<file path="src/rtl/div_unit_pkg.sv">
// ---------------------------------------------------------------------------
// div_unit_pkg : shared width, operation codes and FSM states for div_unit
// Revision     : 1.0
// ---------------------------------------------------------------------------
`default_nettype none

package div_unit_pkg;

  localparam int CPU_WIDTH = 32;

  localparam logic [1:0] DIV_OP_DIV  = 2'b00;
  localparam logic [1:0] DIV_OP_DIVU = 2'b01;
  localparam logic [1:0] DIV_OP_REM  = 2'b10;
  localparam logic [1:0] DIV_OP_REMU = 2'b11;

  typedef enum logic [1:0] {
    S_IDLE = 2'd0,
    S_CALC = 2'd1,
    S_DONE = 2'd2
  } div_state_e;

endpackage

`default_nettype wire

</file>
<file path="src/rtl/div_unit.sv">
// ---------------------------------------------------------------------------
// div_unit : multi-cycle radix-2 restoring divider for DIV/DIVU/REM/REMU
// Revision : 1.0
// ---------------------------------------------------------------------------
`default_nettype none

module div_unit
  import div_unit_pkg::*;
#(
  parameter int WIDTH = CPU_WIDTH
) (
  input  logic             clk,
  input  logic             rst_n,
  input  logic             div_start_i,
  input  logic [1:0]       div_op_i,
  input  logic [WIDTH-1:0] dividend_i,
  input  logic [WIDTH-1:0] divisor_i,
  input  logic             flush_i,
  output logic             div_res_ready_o,
  output logic [WIDTH-1:0] div_result_o,
  output logic             div_busy_o
);

  localparam int CNT_W = $clog2(WIDTH);
  localparam logic [WIDTH-1:0] MIN_NEG = {1'b1, {(WIDTH-1){1'b0}}};

  div_state_e       state, state_nxt;
  logic [1:0]       op;
  logic [WIDTH-1:0] rem, quo, dvs, result;
  logic             neg_q, neg_r;
  logic [CNT_W-1:0] cnt;

  // Operand decode in IDLE
  logic             is_signed, a_neg, b_neg, div_zero, ovf, special, start_ok;
  logic [WIDTH-1:0] a_mag, b_mag, special_res;

  assign is_signed = ~div_op_i[0];
  assign a_neg     = is_signed & dividend_i[WIDTH-1];
  assign b_neg     = is_signed & divisor_i[WIDTH-1];
  assign a_mag     = a_neg ? -dividend_i : dividend_i;
  assign b_mag     = b_neg ? -divisor_i  : divisor_i;
  assign div_zero  = (divisor_i == '0);
  assign ovf       = is_signed & (dividend_i == MIN_NEG) & (divisor_i == '1);
  assign special   = div_zero | ovf;
  assign start_ok  = (state == S_IDLE) & div_start_i & ~flush_i;

  always_comb begin
    special_res = '0;
    if (div_zero)
      special_res = div_op_i[1] ? dividend_i : '1;
    else
      special_res = div_op_i[1] ? '0 : MIN_NEG;
  end

  // One restoring step: the WIDTH+1 bit difference's MSB is the borrow
  logic [WIDTH:0]   rem_sh, diff;
  logic [WIDTH-1:0] rem_nxt, quo_nxt, q_fix, r_fix;
  logic             last;

  assign rem_sh  = {rem, quo[WIDTH-1]};
  assign diff    = rem_sh - {1'b0, dvs};
  assign rem_nxt = diff[WIDTH] ? rem_sh[WIDTH-1:0] : diff[WIDTH-1:0];
  assign quo_nxt = {quo[WIDTH-2:0], ~diff[WIDTH]};
  assign last    = (cnt == CNT_W'(WIDTH-1));
  assign q_fix   = neg_q ? -quo_nxt : quo_nxt;
  assign r_fix   = neg_r ? -rem_nxt : rem_nxt;

  always_ff @(posedge clk or negedge rst_n) begin
    if (!rst_n) state <= S_IDLE;
    else        state <= state_nxt;
  end

  always_comb begin
    state_nxt = state;
    case (state)
      S_IDLE:  if (start_ok) state_nxt = special ? S_DONE : S_CALC;
      S_CALC:  if (last) state_nxt = S_DONE;
      S_DONE:  state_nxt = S_IDLE;
      default: state_nxt = S_IDLE;
    endcase
    if (flush_i) state_nxt = S_IDLE;
  end

  always_ff @(posedge clk or negedge rst_n) begin
    if (!rst_n) begin
      op     <= '0;
      rem    <= '0;
      quo    <= '0;
      dvs    <= '0;
      neg_q  <= 1'b0;
      neg_r  <= 1'b0;
      cnt    <= '0;
      result <= '0;
    end else if (start_ok) begin
      op    <= div_op_i;
      dvs   <= b_mag;
      neg_q <= a_neg ^ b_neg;
      neg_r <= a_neg;
      rem   <= '0;
      quo   <= a_mag;
      cnt   <= '0;
      if (special) result <= special_res;
    end else if ((state == S_CALC) && !flush_i) begin
      rem <= rem_nxt;
      quo <= quo_nxt;
      cnt <= cnt + 1'b1;
      if (last) result <= op[1] ? r_fix : q_fix;
    end
  end

  assign div_res_ready_o = (state == S_DONE);
  assign div_busy_o      = (state != S_IDLE);
  assign div_result_o    = result;

endmodule

`default_nettype wire

</file>
<file path="config.mk">
export PLATFORM = sky130hd
export DESIGN_NAME = div_unit
export DESIGN_NICKNAME = d
export VERILOG_FILES = /design/src/rtl/div_unit_pkg.sv /design/src/rtl/div_unit.sv
export SDC_FILE = /design/constraint.sdc
export NUM_CORES = 1
export LEC_CHECK = 0
export ABC_AREA = 1
export CORE_ASPECT_RATIO = 1.2
export CORE_MARGIN = 3
export CORE_UTILIZATION = 50
export CTS_CLUSTER_DIAMETER = 120
export DETAILED_ROUTE_END_ITERATION = 10
export GPL_ROUTABILITY_DRIVEN = 0
export GPL_TIMING_DRIVEN = 0
export PLACE_DENSITY = 0.7
export SYNTH_ARGS = -nofsm -noshare
export SYNTH_HDL_FRONTEND = slang
export SYNTH_SLANG_ARGS = --single-unit
export TNS_END_PERCENT = 20
</file>
<file path="constraint.sdc">
create_clock -name clk -period 7.66 [get_ports clk]
set_input_delay 2.298 -clock clk [delete_from_list [all_inputs] [get_ports clk]]
set_output_delay 2.298 -clock clk [all_outputs]
set_load 0.05 [all_outputs]
</file>
==> flow_metrics.tcl <==
set metrics [dict create \
    rsz0062_at_grt "no" \
    period_needed_ps 5580 \
    synth_compound_area_share_pct 16.2 \
    syn-num-nets 2066 \
    clockBufferDepth 2 \
    fmax_mhz 179 \
    postSynthCellCount 1956 \
    io_buffer_count 103 \
    pin_count 104 \
    post_drt_wl_per_cell_um 17.6 \
    postCtsHoldBufs 0 \
    grt_usage_pct 32.1 \
    fillers 2411 \
    grt_pass1_vias 12742 \
    fin_crit_sh_pct 72.9 \
    drc 0 \
    post_dp_cell_area_um2 13700 \
    wl_met2_um 19800 \
    n_antenna_cell 0 \
    globalRoute.totalOverflow 0 \
    arrival_ps 5940 \
    min_path_type "reg -> reg" \
    highest_layer "met4" \
    syn_avg_cell_area_um2 6.28 \
    ys_seq_elements 138 \
    avgViaCountPerCell 5.51 \
    detail-route-antenna-nets 0 \
    grt_pass1_wl_um 66600 \
    grt_start_max_net_pins 80 \
    wl_met1_um 16900 \
    synth_cell_types 51 \
    seq_area_frac_synth_pct 28.1 \
    die_area_um2 26500 \
    synthAdderAreaFrac_pct 4.14 \
    synth_top_family_by_area "simple AND/OR/NAND/NOR gates" \
    irDropWorstVdd_v 0.000235 \
    cts_setup_buffers 0 \
    antenna_found_initial 0 \
    report.final.slew_viol_count 0 \
    finalHoldViolCount 0 \
    finalNonFillerCells 2412 \
    leakage_uw 0.00712 \
    clock_skew_ps 17.9 \
    rows 62 \
    synth_edf_count 0 \
    finish.instance_area_um2 14300 \
    total_power_uw 7370 \
    num_vias 13294 \
    ys_warn_count 0 \
    insertion_delay_ps 440 \
    maxSlewHeadroom_pct 31.8 \
    critical_path_required_ps 8020 \
    start_util_pct 51.1 \
    clkTransAtPathRegs_ps 70 \
    place_inst 2380 \
    synth_area_um2 12300 \
    tightestPinTransition_ps 1020 \
    clock-sinks 138 \
    powerDensity_nw_per_um2 515 \
    firstDrtPassIters 6 \
    drv_cap 0 \
    synth_top_area_share_pct 28.1 \
    crit_type "in -> reg" \
    synthToLayoutAreaGrowth_pct 16.5 \
    core_um2 24000 \
    die_x_um 149 \
    routed_wl_um 42400 \
    routed-wl-met3_um 2840 \
    htreeDepth 4 \
    cts_buffers 17 \
    nets 2189 \
    cts_root_buffer "clkbuf_16" \
    outcome "completed" \
    synth_most_common_cell "nand2_1" \
    synth_common_cells "nand2_1, inv_1, nor2_1" \
    ys_top_cells_by_area "dfrtp_1, nand2_1, inv_1" \
    die_h_um 178 \
    layout-drive-gt1-share_pct 5.74 \
    crit_path_end_kind "flip-flop" \
    synth.area.mux_share_pct 0 \
    fin_tns_setup_ps 0 \
    synth_simple_gate_area_share_pct 36.4 \
    synth_ff_type "dfrtp_1" \
    cts_tree "done" \
    initialDrtViolationCount 1177 \
    postSynth.asyncResetShare_pct 100 \
    hpwlAfterDp_um 34200 \
    yosys.area_share.xor_xnor_pct 4.35 \
    cts_resized 0 \
    synth_top_area_cell "dfrtp_1" \
    cp_max_fo 8 \
    setup_viol 0 \
    crit_path_start_kind "input port" \
]
-- cells by family after synthesis --
kind of cell | after synthesis
fa+ha+maj | 40
compound gates | 332
flops | 138
simple gates | 1045
buf+inv | 340
xor+xnor | 61
-- sequential cells by signal, indices dropped and copies added (netlist names) --
name,count
dvs,32
neg_r,1
quo,32
op,1
div_result_o,32
cnt,5
neg_q,1
state,2
rem,32
-- worst paths after layout --
path	cells past startpoint	slack (ps)	start	end
min in group asynchronous	1	1830	rst_n	rem[29]$_DFFE_PN0P_
hold reg to reg	2	480	div_result_o[26]$_DFFE_PN0P_	div_result_o[26]$_DFFE_PN0P_
hold / removal	2	480	div_result_o[26]$_DFFE_PN0P_	div_result_o[26]$_DFFE_PN0P_
setup reg to reg	31	2340	quo[31]$_DFFE_PN0P_	div_result_o[30]$_DFFE_PN0P_
setup / recovery	16	2080	dividend_i[0]	div_result_o[3]$_DFFE_PN0P_
max in group asynchronous	2	5030	rst_n	dvs[10]$_DFFE_PN0P_
-- layer usage --
metal  global-route usage, %  vias up
met2                    53.6      527
met1                    39.6     6049
met4                    19.3        0
met5                       0        -
li1                        -     6591
met3                    4.29      127
-- power by group --
group	switching, uW	internal (uW)	total [uW]
Sequential	208	999	1210
Combinational	3640	1690	5330
Clock	393	433	827
-- cell usage in the layout, fill, tap and decap left out, types with 10 or more instances in the layout --
| master | n |
|---|---|
| a21oi_1 | 84 |
| a31oi_1 | 10 |
| clkbuf_1 | 43 |
| clkbuf_16 | 17 |
| clkdlybuf4s50_1 | 102 |
| dfrtp_1 | 138 |
| ha_1 | 39 |
| inv_1 | 269 |
| nand2_1 | 607 |
| nand2_2 | 30 |
| nand3_1 | 127 |
| nand4_1 | 25 |
| nor2_1 | 179 |
| nor2_2 | 12 |
| nor3_1 | 34 |
| o211ai_1 | 11 |
| o21ai_0 | 118 |
| o21ai_1 | 11 |
| o221ai_1 | 33 |
| o22ai_1 | 37 |
| xnor2_1 | 19 |
| xor2_1 | 42 |
-- cell type report --
| type | count | area (um2) | area share, % |
|---|---|---|---|
| timing repair buffer | 104 | 1060 | 7.41 |
| multi-input combinational | 1478 | 7490 | 52.3 |
| buffer | 64 | 299 | 2.09 |
| clock buffer | 17 | 425 | 2.97 |
| clock inverter | 15 | 145 | 1.01 |
| inverter | 276 | 1040 | 7.24 |
| sequential | 138 | 3450 | 24.1 |
| tap | 320 | 400 | 2.80 |
-- metrics by stage --
stage	hold slack [ps]	util [%]	worst slack, ps
6_report	482	59.5	2080
5_1_grt	501	59.5	1860
4_1_cts	483	59.5	2070
3_5_place_dp	464	57.1	1630
3_3_place_gp	465	57.0	-1410
2_1_floorplan	453	-	3230
-- worst max-delay path, stage by stage --
cell	delay (ps)
clkdlybuf4s50_1	450
inv_1	130
ha_1	190
nand2_1	60
nor2_1	150
nand3_1	120
nor3_1	380
nand3_1	220
inv_1	150
nand3_1	210
nand3b_1	250
o211ai_1	230
o211ai_1	440
inv_1	330
o211ai_1	130
o21ai_0	200
(Power assumes the default switching activity.)
